$ cat config.mk
export PLATFORM = sky130hd
export DESIGN_NAME = lsu_ctrl
export DESIGN_NICKNAME = d
export VERILOG_FILES = /design/src/rtl/lsu_ctrl.sv
export SDC_FILE = /design/constraint.sdc
export NUM_CORES = 1
export LEC_CHECK = 0
export ABC_AREA = 1
export CAP_MARGIN = 15
export CORE_UTILIZATION = 45
export CTS_BUF_LIST = sky130_fd_sc_hd__clkbuf_8
export CTS_CLUSTER_SIZE = 25
export DETAILED_ROUTE_END_ITERATION = 12
export HOLD_SLACK_MARGIN = 0.05
export PLACE_DENSITY = 0.9
export SLEW_MARGIN = 20
export SYNTH_ARGS = -nofsm -noshare
export SYNTH_HDL_FRONTEND = slang
export SYNTH_SLANG_ARGS = --single-unit
$ cat constraint.sdc
create_clock -name clk -period 1.5 [get_ports clk]
set_clock_uncertainty 0.05 [all_clocks]
set_input_delay 0.15 -clock clk [delete_from_list [all_inputs] [get_ports clk]]
set_output_delay 0.15 -clock clk [all_outputs]
set_load 0.1 [all_outputs]
$ cat src/rtl/lsu_ctrl.sv
// Load/store controller in front of a doubleword RAM: lane extraction for loads, read-modify-write for stores.
// Optional: define LSU_BADADDR_EN to add resp_badaddr_o reporting the faulting address.
module lsu_ctrl #(
    parameter int unsigned DATA_LEN = 64,
    parameter int unsigned RAM_SIZE = 12
) (
    input  logic                clk,
    input  logic                rst,
    input  logic                req_valid_i,
    output logic                req_ready_o,
    input  logic                req_we_i,
    input  logic [DATA_LEN-1:0] req_addr_i,
    input  logic [DATA_LEN-1:0] req_wdata_i,
    input  logic [2:0]          req_memwid_i,
    output logic [RAM_SIZE-1:0] ram_addr_o,
    output logic [1:0]          ram_access_mode_o,
    output logic [2:0]          ram_memwid_o,
    output logic [DATA_LEN-1:0] ram_data_o,
    input  logic [DATA_LEN-1:0] ram_data_i,
    output logic                resp_valid_o,
    input  logic                resp_ready_i,
    output logic [DATA_LEN-1:0] resp_rdata_o,
`ifdef LSU_BADADDR_EN
    output logic [DATA_LEN-1:0] resp_badaddr_o,
`endif
    output logic                resp_err_o
);

    typedef enum logic [2:0] {
        S_IDLE,
        S_RD,
        S_CAP,
        S_WR,
        S_ERR,
        S_RESP
    } state_t;

    localparam logic [1:0] MODE_NONE  = 2'd0;
    localparam logic [1:0] MODE_READ  = 2'd1;
    localparam logic [1:0] MODE_WRITE = 2'd2;

    state_t              state_q;
    logic                we_q;
    logic [2:0]          memwid_q;
    logic [2:0]          off_q;
    logic [DATA_LEN-1:0] wdata_q;
`ifdef LSU_BADADDR_EN
    logic [DATA_LEN-1:0] addr_q;
`endif

    logic                req_fire;
    logic                req_bad;
    logic                bad_width;
    logic                misaligned;
    logic                out_of_range;
    logic [5:0]          lane_shamt;
    logic [DATA_LEN-1:0] lane_data;
    logic [DATA_LEN-1:0] lane_mask;
    logic [DATA_LEN-1:0] load_d;
    logic [DATA_LEN-1:0] merge_d;

    assign ram_memwid_o = 3'b011;
    assign req_fire     = req_valid_i && req_ready_o;

    // Unsigned widths are load-only; a store carrying one is rejected like 111.
    always_comb begin
        bad_width    = (req_memwid_i == 3'b111) || (req_we_i && req_memwid_i[2]);
        misaligned   = 1'b0;
        unique case (req_memwid_i[1:0])
            2'b01:   misaligned = req_addr_i[0];
            2'b10:   misaligned = |req_addr_i[1:0];
            2'b11:   misaligned = |req_addr_i[2:0];
            default: misaligned = 1'b0;
        endcase
        out_of_range = |req_addr_i[DATA_LEN-1:RAM_SIZE+3];
        req_bad      = bad_width || misaligned || out_of_range;
    end

    always_comb begin
        lane_shamt = {off_q, 3'b000};
        lane_data  = ram_data_i >> lane_shamt;
        lane_mask  = '0;
        unique case (memwid_q[1:0])
            2'b00:   lane_mask = {{(DATA_LEN-8){1'b0}},  8'hFF};
            2'b01:   lane_mask = {{(DATA_LEN-16){1'b0}}, 16'hFFFF};
            2'b10:   lane_mask = {{(DATA_LEN-32){1'b0}}, 32'hFFFF_FFFF};
            default: lane_mask = '1;
        endcase
        load_d = '0;
        unique case (memwid_q)
            3'b000:  load_d = {{(DATA_LEN-8){lane_data[7]}},   lane_data[7:0]};
            3'b001:  load_d = {{(DATA_LEN-16){lane_data[15]}}, lane_data[15:0]};
            3'b010:  load_d = {{(DATA_LEN-32){lane_data[31]}}, lane_data[31:0]};
            3'b011:  load_d = lane_data;
            3'b100:  load_d = {{(DATA_LEN-8){1'b0}},  lane_data[7:0]};
            3'b101:  load_d = {{(DATA_LEN-16){1'b0}}, lane_data[15:0]};
            3'b110:  load_d = {{(DATA_LEN-32){1'b0}}, lane_data[31:0]};
            default: load_d = '0;
        endcase
        merge_d = (ram_data_i & ~(lane_mask << lane_shamt))
                | ((wdata_q & lane_mask) << lane_shamt);
    end

    always_ff @(posedge clk) begin
        if (rst) begin
            state_q           <= S_IDLE;
            req_ready_o       <= 1'b1;
            resp_valid_o      <= 1'b0;
            resp_rdata_o      <= '0;
            resp_err_o        <= 1'b0;
            ram_access_mode_o <= MODE_NONE;
            ram_addr_o        <= '0;
            ram_data_o        <= '0;
            we_q              <= 1'b0;
            memwid_q          <= '0;
            off_q             <= '0;
            wdata_q           <= '0;
`ifdef LSU_BADADDR_EN
            addr_q            <= '0;
            resp_badaddr_o    <= '0;
`endif
        end else begin
            unique case (state_q)
                S_IDLE: begin
                    if (req_fire) begin
                        we_q        <= req_we_i;
                        memwid_q    <= req_memwid_i;
                        off_q       <= req_addr_i[2:0];
                        wdata_q     <= req_wdata_i;
`ifdef LSU_BADADDR_EN
                        addr_q      <= req_addr_i;
`endif
                        req_ready_o <= 1'b0;
                        if (req_bad) begin
                            state_q <= S_ERR;
                        end else begin
                            ram_addr_o        <= req_addr_i[RAM_SIZE+2:3];
                            ram_access_mode_o <= MODE_READ;
                            state_q           <= S_RD;
                        end
                    end
                end
                S_RD: begin
                    ram_access_mode_o <= MODE_NONE;
                    state_q           <= S_CAP;
                end
                S_CAP: begin
                    if (we_q) begin
                        ram_data_o        <= merge_d;
                        ram_access_mode_o <= MODE_WRITE;
                        state_q           <= S_WR;
                    end else begin
                        resp_rdata_o <= load_d;
                        resp_err_o   <= 1'b0;
                        resp_valid_o <= 1'b1;
                        state_q      <= S_RESP;
                    end
                end
                S_WR: begin
                    ram_access_mode_o <= MODE_NONE;
                    resp_rdata_o      <= '0;
                    resp_err_o        <= 1'b0;
                    resp_valid_o      <= 1'b1;
                    state_q           <= S_RESP;
                end
                S_ERR: begin
                    resp_rdata_o   <= '0;
                    resp_err_o     <= 1'b1;
                    resp_valid_o   <= 1'b1;
`ifdef LSU_BADADDR_EN
                    resp_badaddr_o <= addr_q;
`endif
                    state_q        <= S_RESP;
                end
                S_RESP: begin
                    if (resp_ready_i) begin
                        resp_valid_o   <= 1'b0;
                        resp_err_o     <= 1'b0;
                        resp_rdata_o   <= '0;
`ifdef LSU_BADADDR_EN
                        resp_badaddr_o <= '0;
`endif
                        req_ready_o    <= 1'b1;
                        state_q        <= S_IDLE;
                    end
                end
                default: begin
                    state_q <= S_IDLE;
                end
            endcase
        end
    end

endmodule

==> qor.yml, run 1 <==
cts_made_buffers: 38
gp_congestion: 1.15
synth_edf_count: 0
htree_levels: 2
hpwl_um: 43700
die-height_um: 166
clock_sinks: 219
place_area_um2: 19100
synth_area_um2: 12100
root_buffer: "clkbuf_8"
dp_worst_setup_slack_ns: -0.651
synthFlopType: "dfxtp_1"
synth_cell_types: 39
post-synth-top-count-cell: "nand2_1"
placedCellCount: 2680
grt_usage_pct: 78.6
ys_warn_count: 0
status: "aborted with a tool error"
rows: 59
grt_max_degree: 109
grt-ovfl-total: 91
die_w_um: 166
initial_utilization_pct: 46.0
clock_path_buffers: 3
ys_async_sr_fraction_pct: 0
lastStage: "5_1_grt"
port_buffers: 344
first-error: "[ERROR GRT-0232] Routing congestion too high. Check the congestion heatmap in the GUI."
ys_seq_area_share_pct: 36.4
synth_area_leaders: "dfxtp_1 36%, nand2_1 16%, a21oi_1 9.8%, o21ai_0 8.8%, nand3_1 6.3%"
io_pins: 348
synth_common_cells: "507 x nand2_1, 237 x a21oi_1, 219 x dfxtp_1, 212 x o21ai_0, 152 x nand3_1"
syn_avg_cell_area_um2: 6.40
synthCells: 1884
synth_seq_cells: 219
yosysTopAreaCell: "dfxtp_1"
synth_top_area_share_pct: 36.4
layer usage:
metal,track usage [%],overflow
met5,35.3,0
met1,77.6,7
met2,92.2,40
met3,70.1,3
met4,75.9,41
kinds of logic after synthesis:
| logic type | after synthesis | share of synthesized area, % |
|---|---|---|
| other | 2 | 0.0623 |
| AND/OR/NAND/NOR | 848 | 29.3 |
| buffers and inverters | 246 | 8.90 |
| AO/OA/AOI/OAI | 569 | 25.4 |
| flip-flops | 219 | 36.4 |
stage by stage:
stage / util [%] / TNS (ns)
after detailed placement: 73.0 / -55.79
after floorplan: - / -1.32
after CTS: 78.8 / -23.03
after global placement: 73.0 / -41.48
repair_timing:
action / CTS
endpoints found under the hold margin: 12
gates cloned: 7
resized for setup: 172
setup buffers: 7
hold buffers: 1
setup endpoints to repair: 197
pin swaps: 9
==> run 2: changes to the inputs <==
--- a/config.mk
+++ b/config.mk
@@ -7,12 +7,9 @@
 export LEC_CHECK = 0
 export ABC_AREA = 1
 export CAP_MARGIN = 15
-export CORE_UTILIZATION = 45
-export CTS_BUF_LIST = sky130_fd_sc_hd__clkbuf_8
-export CTS_CLUSTER_SIZE = 25
+export CORE_UTILIZATION = 30
 export DETAILED_ROUTE_END_ITERATION = 12
-export HOLD_SLACK_MARGIN = 0.05
-export PLACE_DENSITY = 0.9
+export PLACE_DENSITY_LB_ADDON = 0.15
 export SLEW_MARGIN = 20
 export SYNTH_ARGS = -nofsm -noshare
 export SYNTH_HDL_FRONTEND = slang
==> constraint.sdc (replaced) <==
create_clock -name clk -period 1.95 [get_ports clk]
set_clock_uncertainty 0.05 [all_clocks]
set_input_delay 0.195 -clock clk [delete_from_list [all_inputs] [get_ports clk]]
set_output_delay 0.195 -clock clk [all_outputs]
set_load 0.1 [all_outputs]
==> qor.yml, run 2 <==
viasPerCell: 5.32
cpPeakStageDelay_ns: 0.37
ys_seq_area_share_pct: 36.4  # unchanged
place_area_um2: 17000  # -11%
num_antenna_cells: 0
drc: 0
regArea_um2: 4400
hpwl_um: 47900  # +9.6%
yosysTopAreaCell: "dfxtp_1"
status: "completed"
synth_edf_count: 0  # unchanged
synth_cell_types: 39  # unchanged
cp-start-kind: "register"
setup_viol: 0
port_buffers: 344  # unchanged
ys_async_sr_fraction_pct: 0  # unchanged
cp.required_ns: 2.29
maxCapViolCount: 0
grt-ovfl-total: 0
post-synth-top-count-cell: "nand2_1"
routed_wl_um: 62700
reg2reg_slack_ns: 0.04
clk_pin_slew_worst_paths_ns: 0.06
comb_power_share_pct: 50.7
cp_common_cell: "nor2_1"
grt_antenna_before_repair: 0
grt_usage_pct: 29.0
grt_pass1_vias: 14402
finalHoldViolCount: 0
dp_worst_setup_slack_ns: -0.231  # +0.420 ns
synthCells: 1884  # unchanged
ys_warn_count: 0  # unchanged
arrival_ns: 2.26
fillCellCount: 4198
slew_violations: 0
max_slew.worst_pin.slew_ns: 0.821
final_common_cell: "nand2_1"
drt_iter0_markers: 1503
finalInstanceArea_um2: 18400
clock_path_buffers: 3  # unchanged
worstPathMaxFanout: 11
layout_setup_ws_ns: 0.0369
cp_cell_sequence: "buf_12, buf_4, o21ai_0, nor2_1, nor2_1, nor2_1, o21ai_0, buf_4, nand3_1, nand2_1, a21oi_1"
p_leak_uw: 0.00769
syn_avg_cell_area_um2: 6.40  # unchanged
synth_top_area_share_pct: 36.4  # unchanged
clk_latency_ns: 0.58
synth_area_leaders: "dfxtp_1 36%, nand2_1 16%, a21oi_1 9.8%, o21ai_0 8.8%, nand3_1 6.3%"
layout_common_cells: "501 x nand2_1, 340 x buf_4, 235 x a21oi_1"
cts_tree: "done"
die-height_um: 202  # +22%
io_pins: 348  # unchanged
synthFlopType: "dfxtp_1"
syn2layout_area_growth_pct: 52.9
synth_area_um2: 12100  # unchanged
synth_seq_cells: 219  # unchanged
setup_tns_ns: 0
ant_nets: 0
grt_first_pass_wirelength_um: 90600
root_buffer: "clkbuf_16"
drive_above_1_share_pct: 20.9
crit_path_end: "resp_rdata_o[21]$_SDFFE_PP0P_"
clock.fmax_ghz: 0.523
fin_crit_ns: 1.91
timing.rr.end: "resp_rdata_o[21]$_SDFFE_PP0P_"
die_w_um: 202  # +22%
seqPwrFrac_pct: 24.7
rows: 73  # +24%
p_sw_uw: 9370
wl_per_cell_um: 21.8
end_kind: "register"
fin_nets: 2531
die-area_um2: 41000
initial_utilization_pct: 30.4  # -16 points
intPower_uw: 12100
r2r_start: "off_q[0]$_SDFFE_PP0P_"
rsz0062_at_grt: "true"
maxSlewHeadroom_pct: 45.2
top_regs: "ram_data_o (64), resp_rdata_o (64), wdata_q (64)"
num_vias: 15286
grt_max_degree: 109
firstDrtPassIters: 5
multi_input_area_um2: 6790
reg2regPathDepth: 11
synth_common_cells: "507 x nand2_1, 237 x a21oi_1, 219 x dfxtp_1, 212 x o21ai_0, 152 x nand3_1"
clock_sinks: 219  # unchanged
final_core_util_pct: 46.5
gp_congestion: 0.961  # -16%
p_clk_share_pct: 24.6
htree_levels: 1  # -1
switching_share_pct: 43.8
hold_class: "input pin to register"
cts_made_buffers: 26  # -32%
power_density_nw_per_um2: 1160
fin_crit_sh_pct: 98.1
worstSetupStartpoint: "off_q[0]$_SDFFE_PP0P_"
critical_path_class: "register to register"
crit_slowest_cell: "dfxtp_4"
core_um2: 39600
ir_worst_vdd_v: 0.000696
run 2: cell counts after synthesis:
No cell type changed its count.
run 2: layout make-up:
type | count | area share (%)
timing repair buffer | 578 | 28.9
sequential | 219 | 23.8
tap | 525 | 3.56
inverter | 86 | 1.78
clock buffer | 35 | 4.09
multi-input combinational | 1420 | 36.8
clock inverter | 13 | 0.984
run 2: stage by stage:
stage	power [uW]	std cells	hold WS [ns]
6_report	21400	2876	0.0837
5_1_grt	22500	2876	0.107
2_1_floorplan	10700	1885	0.280
3_3_place_gp	15000	2813	0.391
4_1_cts	20400	2862	0.0808
3_5_place_dp	15000	2813	0.398
run 2: how the worst min path moves through the flow:
stage	slack [ns]	endpoint	from	cells after the start
finish	0.08	req_ready_o$_SDFFE_PP1P_	rst	3
global route	0.11	req_ready_o$_SDFFE_PP1P_	rst	3
CTS	0.08	req_ready_o$_SDFFE_PP1P_	rst	3
detailed placement	0.40	wdata_q[59]$_SDFFE_PP0P_	wdata_q[59]$_SDFFE_PP0P_	2
global placement	0.39	wdata_q[59]$_SDFFE_PP0P_	wdata_q[59]$_SDFFE_PP0P_	2
floorplan	0.28	req_ready_o$_SDFFE_PP1P_	resp_ready_i	2
run 2: routing by layer:
metal  GRT usage (%)  vias up  part of all wire [%]
met1            41.7     7165                    46
li1                -     7292                     -
met3            5.09       78                   8.7
met4            7.44        0                   2.4
met5               0        -                     0
met2            44.5      751                    43
run 2: logic make-up (layout without fill, tap and decap cells):
group / Yosys count / count (layout) / synth area share [%]
AOI/OAI and AO/OA: 569 / 569 / 25.4
DFF: 219 / 219 / 36.4
buffers and inverters: 246 / 712 / 8.90
other: 2 / 3 / 0.0623
and+or+nand+nor: 848 / 848 / 29.3
run 2: timing repair:
item | CTS | global route
gates cloned | 1 | 7
gates resized for setup | 14 | 75
pin swaps | 0 | 12
hold buffers | 0 | 0
buffers inserted | 0 | 7
endpoints found under the setup margin | 19 | 96
run 2: power groups by stage:
| stage | clock, uW | sequential, uW | combinational (uW) |
|---|---|---|---|
| after CTS | 5350 | 5260 | 9800 |
| final | 5280 | 5290 | 10900 |
| after detailed placement | 0 | 5360 | 9610 |
| after global routing | 5550 | 5340 | 11600 |
| after global placement | 0 | 5340 | 9640 |
| after floorplan | 0 | 5850 | 4860 |
run 2: critical path, delay by kind of cell (launching register included):
| family | cells | cell delay (ns) |
|---|---|---|
| AO/OA/AOI/OAI | 3 | 0.44 |
| AND/OR/NAND/NOR | 5 | 0.42 |
| buffers and inverters | 3 | 0.48 |
| flip-flops | 1 | 0.37 |
Note: power is estimated with default switching activity, not from simulation.
